`src/rtl/ir_pkg.sv`:
```
// Shared IR link definitions: transmitter state encoding and NEC-style
// default timings in 100 MHz clock cycles, reused by the receive thresholds.
package ir_pkg;

    typedef enum logic [2:0] {
        IDLE,
        HDR_MARK,
        HDR_SPACE,
        BIT_MARK,
        BIT_SPACE,
        STOP_MARK
    } ir_state_e;

    localparam int unsigned IR_CARRIER_HALF = 1316;
    localparam int unsigned IR_HDR_ON       = 900000;
    localparam int unsigned IR_HDR_OFF      = 450000;
    localparam int unsigned IR_BIT_ON       = 56000;
    localparam int unsigned IR_ZERO_OFF     = 56000;
    localparam int unsigned IR_ONE_OFF      = 169000;
    localparam int unsigned IR_CW           = 20;

    function automatic logic is_mark(input ir_state_e s);
        return (s == HDR_MARK) || (s == BIT_MARK) || (s == STOP_MARK);
    endfunction

endpackage

```
`src/rtl/ir_carrier_gen.sv`:
```
// Carrier phase generator: phase restarts high on clear and toggles every
// CARRIER_HALF enabled cycles. phase_o is the phase for the coming cycle.
module ir_carrier_gen #(
    parameter int unsigned CARRIER_HALF = ir_pkg::IR_CARRIER_HALF,
    parameter int unsigned CW           = ir_pkg::IR_CW
) (
    input  logic clk_i,
    input  logic rst_i,
    input  logic clear_i,
    input  logic enable_i,
    output logic phase_o
);

    logic [CW-1:0] cnt_q, cnt_d;
    logic          phase_q, phase_d;

    always_comb begin
        cnt_d   = cnt_q;
        phase_d = phase_q;
        if (clear_i) begin
            cnt_d   = '0;
            phase_d = 1'b1;
        end else if (enable_i) begin
            if (cnt_q == CW'(CARRIER_HALF - 1)) begin
                cnt_d   = '0;
                phase_d = ~phase_q;
            end else begin
                cnt_d = cnt_q + 1'b1;
            end
        end
    end

    always_ff @(posedge clk_i) begin
        if (rst_i) begin
            cnt_q   <= '0;
            phase_q <= 1'b0;
        end else begin
            cnt_q   <= cnt_d;
            phase_q <= phase_d;
        end
    end

    assign phase_o = phase_d;

endmodule

```
`src/rtl/ir_beacon_tx.sv`:
```
// IR beacon transmitter: sends an 8-bit code MSB first as a pulse-distance
// frame (header, 8 data bits, stop burst) on/off-keying a carrier onto ir_LED.
module ir_beacon_tx #(
    parameter int unsigned CARRIER_HALF = ir_pkg::IR_CARRIER_HALF,
    parameter int unsigned HDR_ON       = ir_pkg::IR_HDR_ON,
    parameter int unsigned HDR_OFF      = ir_pkg::IR_HDR_OFF,
    parameter int unsigned BIT_ON       = ir_pkg::IR_BIT_ON,
    parameter int unsigned ZERO_OFF     = ir_pkg::IR_ZERO_OFF,
    parameter int unsigned ONE_OFF      = ir_pkg::IR_ONE_OFF,
    parameter int unsigned CW           = ir_pkg::IR_CW
) (
    input  logic       CLK100MHZ,
    input  logic       rst,
    input  logic       tx_start,
    input  logic [7:0] tx_code,
    output logic       ir_LED,
    output logic       tx_busy,
    output logic       tx_done
);

    import ir_pkg::*;

    ir_state_e     state_q, state_d;
    logic [CW-1:0] dur_q, dur_d, limit;
    logic [7:0]    shift_q, shift_d;
    logic [2:0]    idx_q, idx_d;
    logic          done_d;
    logic          led_q, busy_q, done_q;
    logic          mark_q, mark_d, phase_next;

    always_comb begin
        state_d = state_q;
        dur_d   = dur_q;
        shift_d = shift_q;
        idx_d   = idx_q;
        done_d  = 1'b0;
        case (state_q)
            HDR_MARK:            limit = CW'(HDR_ON - 1);
            HDR_SPACE:           limit = CW'(HDR_OFF - 1);
            BIT_MARK, STOP_MARK: limit = CW'(BIT_ON - 1);
            BIT_SPACE:           limit = shift_q[7] ? CW'(ONE_OFF - 1) : CW'(ZERO_OFF - 1);
            default:             limit = '0;
        endcase

        if (state_q == IDLE) begin
            dur_d = '0;
            if (tx_start) begin
                state_d = HDR_MARK;
                shift_d = tx_code;
                idx_d   = 3'd7;
            end
        end else if (dur_q == limit) begin
            dur_d = '0;
            case (state_q)
                HDR_MARK:  state_d = HDR_SPACE;
                HDR_SPACE: state_d = BIT_MARK;
                BIT_MARK:  state_d = BIT_SPACE;
                BIT_SPACE: begin
                    if (idx_q == 3'd0) begin
                        state_d = STOP_MARK;
                    end else begin
                        shift_d = {shift_q[6:0], 1'b0};
                        idx_d   = idx_q - 3'd1;
                        state_d = BIT_MARK;
                    end
                end
                STOP_MARK: begin
                    state_d = IDLE;
                    done_d  = 1'b1;
                end
                default:   state_d = IDLE;
            endcase
        end else begin
            dur_d = dur_q + 1'b1;
        end
    end

    // Every mark is entered from a non-mark state, so entry is a rising mark flag.
    assign mark_q = is_mark(state_q);
    assign mark_d = is_mark(state_d);

    ir_carrier_gen #(
        .CARRIER_HALF (CARRIER_HALF),
        .CW           (CW)
    ) u_carrier (
        .clk_i    (CLK100MHZ),
        .rst_i    (rst),
        .clear_i  (mark_d & ~mark_q),
        .enable_i (mark_q),
        .phase_o  (phase_next)
    );

    always_ff @(posedge CLK100MHZ) begin
        if (rst) begin
            state_q <= IDLE;
            dur_q   <= '0;
            shift_q <= '0;
            idx_q   <= '0;
            led_q   <= 1'b0;
            busy_q  <= 1'b0;
            done_q  <= 1'b0;
        end else begin
            state_q <= state_d;
            dur_q   <= dur_d;
            shift_q <= shift_d;
            idx_q   <= idx_d;
            led_q   <= mark_d & phase_next;
            busy_q  <= (state_d != IDLE);
            done_q  <= done_d;
        end
    end

    assign ir_LED  = led_q;
    assign tx_busy = busy_q;
    assign tx_done = done_q;

endmodule

```
`config.mk`:
```
export PLATFORM = sky130hd
export DESIGN_NAME = ir_beacon_tx
export DESIGN_NICKNAME = d
export VERILOG_FILES = /design/src/rtl/ir_pkg.sv /design/src/rtl/ir_carrier_gen.sv /design/src/rtl/ir_beacon_tx.sv
export SDC_FILE = /design/constraint.sdc
export NUM_CORES = 1
export LEC_CHECK = 0
export ABC_CLOCK_PERIOD_IN_PS = 2710
export BUFFER_PORTS_ARGS = -buffer_cell sky130_fd_sc_hd__buf_2
export CAP_MARGIN = 20
export CORE_MARGIN = 4
export CORE_UTILIZATION = 50
export DETAILED_ROUTE_END_ITERATION = 7
export MAX_ROUTING_LAYER = met4
export PLACE_DENSITY_LB_ADDON = 0.15
export SYNTH_ARGS = -nofsm -noshare
export SYNTH_HDL_FRONTEND = slang
export SYNTH_SLANG_ARGS = --single-unit
```
`constraint.sdc`:
```
create_clock -name CLK100MHZ -period 2.71 [get_ports CLK100MHZ]
set_clock_uncertainty 0.15 [all_clocks]
set_input_delay 0.1355 -clock CLK100MHZ [delete_from_list [all_inputs] [get_ports CLK100MHZ]]
set_output_delay 0.1355 -clock CLK100MHZ [all_outputs]
set_load 0.005 [all_outputs]
```
==> impl_metrics.json <==
{
  "synth-seq-cells": 58,
  "syn_area_mm2": 0.00300,
  "finalCriticalPeriod_ns": 2.52,
  "io_buffers": 13,
  "die_h_um": 85.4,
  "syn_to_final_growth_pct": 15.5,
  "ir_worst_vdd_mv": 0.376,
  "numClockSinks": 58,
  "setup_viol": 0,
  "arrival_ns": 2.59,
  "coreArea_mm2": 0.00564,
  "status": "finished clean",
  "worst_slack_ns": 0.194,
  "finalHoldViolCount": 0,
  "grt_util_all_layers": 0.188,
  "synth_area_leaders": "dfxtp_1 39%, nor2_1 7.6%, xor2_1 7.6%, xnor2_1 4.1%, nand2_1 4.0%",
  "final-max-slew-violation-count": 0,
  "fin_crit_sh": 0.928,
  "tns_ns": 0,
  "drc": 0,
  "io_pins": 14,
  "grt_overflow": 0,
  "critical_path_required_ns": 2.79,
  "dp_hpwl_um": 4520,
  "fmax_mhz": 398,
  "synth_nets": 373,
  "cts_htree_levels": 3,
  "grt_max_degree": 21,
  "p_leak_nw": 1.24,
  "via_per_inst": 5.40,
  "yosysTopAreaCell": "dfxtp_1",
  "first_pass_iters": 4,
  "synth_cell_type_count": 54,
  "initial_core_util": 0.531,
  "worst-path-max-fanout": 11,
  "slew_headroom": 0.591,
  "worst_slew_pin_slew_ns": 0.609,
  "drive_gt1_frac": 0.180,
  "clock_latency_ns": 0.34,
  "synth_area_per_cell_um2": 8.37,
  "grt_pass1_wl_um": 10800,
  "fillCellCount": 522,
  "clk_transition_reported_paths_ns": 0.07,
  "grt_pass1_vias": 2313,
  "async_flop_share": 0,
  "synth_seq_area_share": 0.387,
  "postSynthCellCount": 358,
  "drtIter0Drc": 171,
  "synth-edff-count": 0,
  "die_area_mm2": 0.00730,
  "drv_cap": 0,
  "routedWlPerCell_um": 13.9,
  "yosysTopAreaCellShare": 0.387,
  "numCtsBuffers": 9,
  "start_kind": "flop",
  "antenna_left": 0,
  "insertedDiodeCount": 0,
  "yosysWarnings": 0,
  "die_w_um": 85.4,
  "cts_tree": "yes",
  "num_vias": 2517,
  "clockBufferDepth": 2,
  "rsz0062_at_grt": "false",
  "gp_congestion": 0.851,
  "fp-row-count": 27,
  "synthFlopType": "dfxtp_1",
  "path_class": "flop to flop",
  "end_kind": "flop",
  "routed_wl_um": 6460,
  "hp-class": "input port to flop",
  "clockRootBuffer": "clkbuf_8",
  "power.density_mw_per_mm2": 766,
  "antenna_found_initial": 0,
  "final_nets": 404,
  "dpl_worst_slack_ns": 0.0878
}
-- synthesized netlist by cell type, types with 6 or more instances --
master    number
dfxtp_1       58
xnor2_1       14
xor2_1        26
and2_1        10
a21oi_1       11
inv_1          6
nor2_1        61
clkbuf_1       6
nand2b_1       7
nor3_1        16
a211oi_1       8
and3_1         7
nand3_1       14
nand2_1       32
-- timing repair --
| action | in CTS | in global routing |
|---|---|---|
| setup buffers | 0 | 1 |
| hold buffers | 1 | 0 |
| endpoints found under the setup margin | 0 | 47 |
| gates resized for setup | 0 | 10 |
| hold endpoints to repair | 1 | 0 |
-- cell families (layout without fill, tap and decap cells) --
kind of cell / count (synthesis) / count (layout) / share of synthesized area
xor gates and xnor gates: 40 / 40 / 0.117
buffers and inverters: 24 / 59 / 0.0409
AOI/OAI and AO/OA: 49 / 49 / 0.129
muxes: 2 / 2 / 0.00668
adders and majority gates: 4 / 4 / 0.0167
DFF: 58 / 58 / 0.387
and+or+nand+nor: 181 / 182 / 0.302
-- critical path, cell delays in order (launching register included) --
cell      delay, ns
dfxtp_2        0.38
buf_4          0.19
or4b_2         0.62
o211ai_1       0.09
and4_2         0.37
a311o_1        0.33
buf_4          0.21
nor2_1         0.06
-- per-stage QoR --
stage	cell area (um2)	cells	total power, mW	util	hold WS, ns
floorplan	3000	358	1.66	-	0.126
global placement	3230	447	1.90	0.572	0.234
detailed placement	3230	447	1.91	0.572	0.243
CTS	3400	464	2.60	0.603	0.0239
global route	3460	466	2.81	0.613	0.0547
finish	3460	466	2.65	0.613	0.0182
-- final timing paths --
kind,from,end,slack [ns],depth (start not counted)
max reg2reg,state_q[1],u_carrier.cnt_q[15],0.19,7
min,tx_code[6],shift_q[6],0.02,3
max,state_q[1],u_carrier.cnt_q[15],0.19,7
min reg2reg,dur_q[0],dur_q[0],0.31,1
-- flip-flops by register name, summed over array words and instances, names as in the netlist --
name / flops
shift_q: 8
u_carrier.cnt_q: 20
tx_done: 1
u_carrier.phase_q: 1
ir_LED: 1
state_q: 3
tx_busy: 1
dur_q: 20
idx_q: 3
-- power breakdown --
part / switching, mW / total (mW) / internal [mW]
logic: 0.532 / 0.949 / 0.417
registers: 0.0747 / 1.01 / 0.938
clock network: 0.337 / 0.690 / 0.353
-- per-layer routing --
| layer | up-vias | global-route usage | part of all wire |
|---|---|---|---|
| met2 | 39 | 0.276 | 0.44 |
| met1 | 1164 | 0.251 | 0.51 |
| met4 | 0 | 0.0590 | 0.0098 |
| li1 | 1308 | - | - |
| met3 | 6 | 0.0495 | 0.031 |
| met5 | - | - | 0 |
-- layout make-up --
class / count / area (um2) / share of cell area
Clock inverter: 3 / 15.0 / 0.00434
Inverter: 6 / 22.5 / 0.00651
Sequential cell: 58 / 1160 / 0.337
Tap cell: 72 / 90.1 / 0.0260
Timing Repair Buffer: 37 / 264 / 0.0763
Clock buffer: 13 / 149 / 0.0430
Multi-Input combinational cell: 277 / 1760 / 0.507
-- cells in the final DEF, fill, tap and decap left out, drive strengths merged, types with 3 or more instances in the layout --
cell	n
nor2	61
buf	36
a211oi	9
dfxtp	58
inv	6
nand2	32
or2	3
xor2	26
nand2b	7
a221oi	7
clkinv	3
nand4	5
nor2b	3
xnor2	14
clkbuf	13
nor4	4
o21ai	5
nor3	16
and2	11
and3	8
a21oi	11
or3	4
nand3	16
ha	4
No activity file was read; power rests on OpenSTA's default activity.
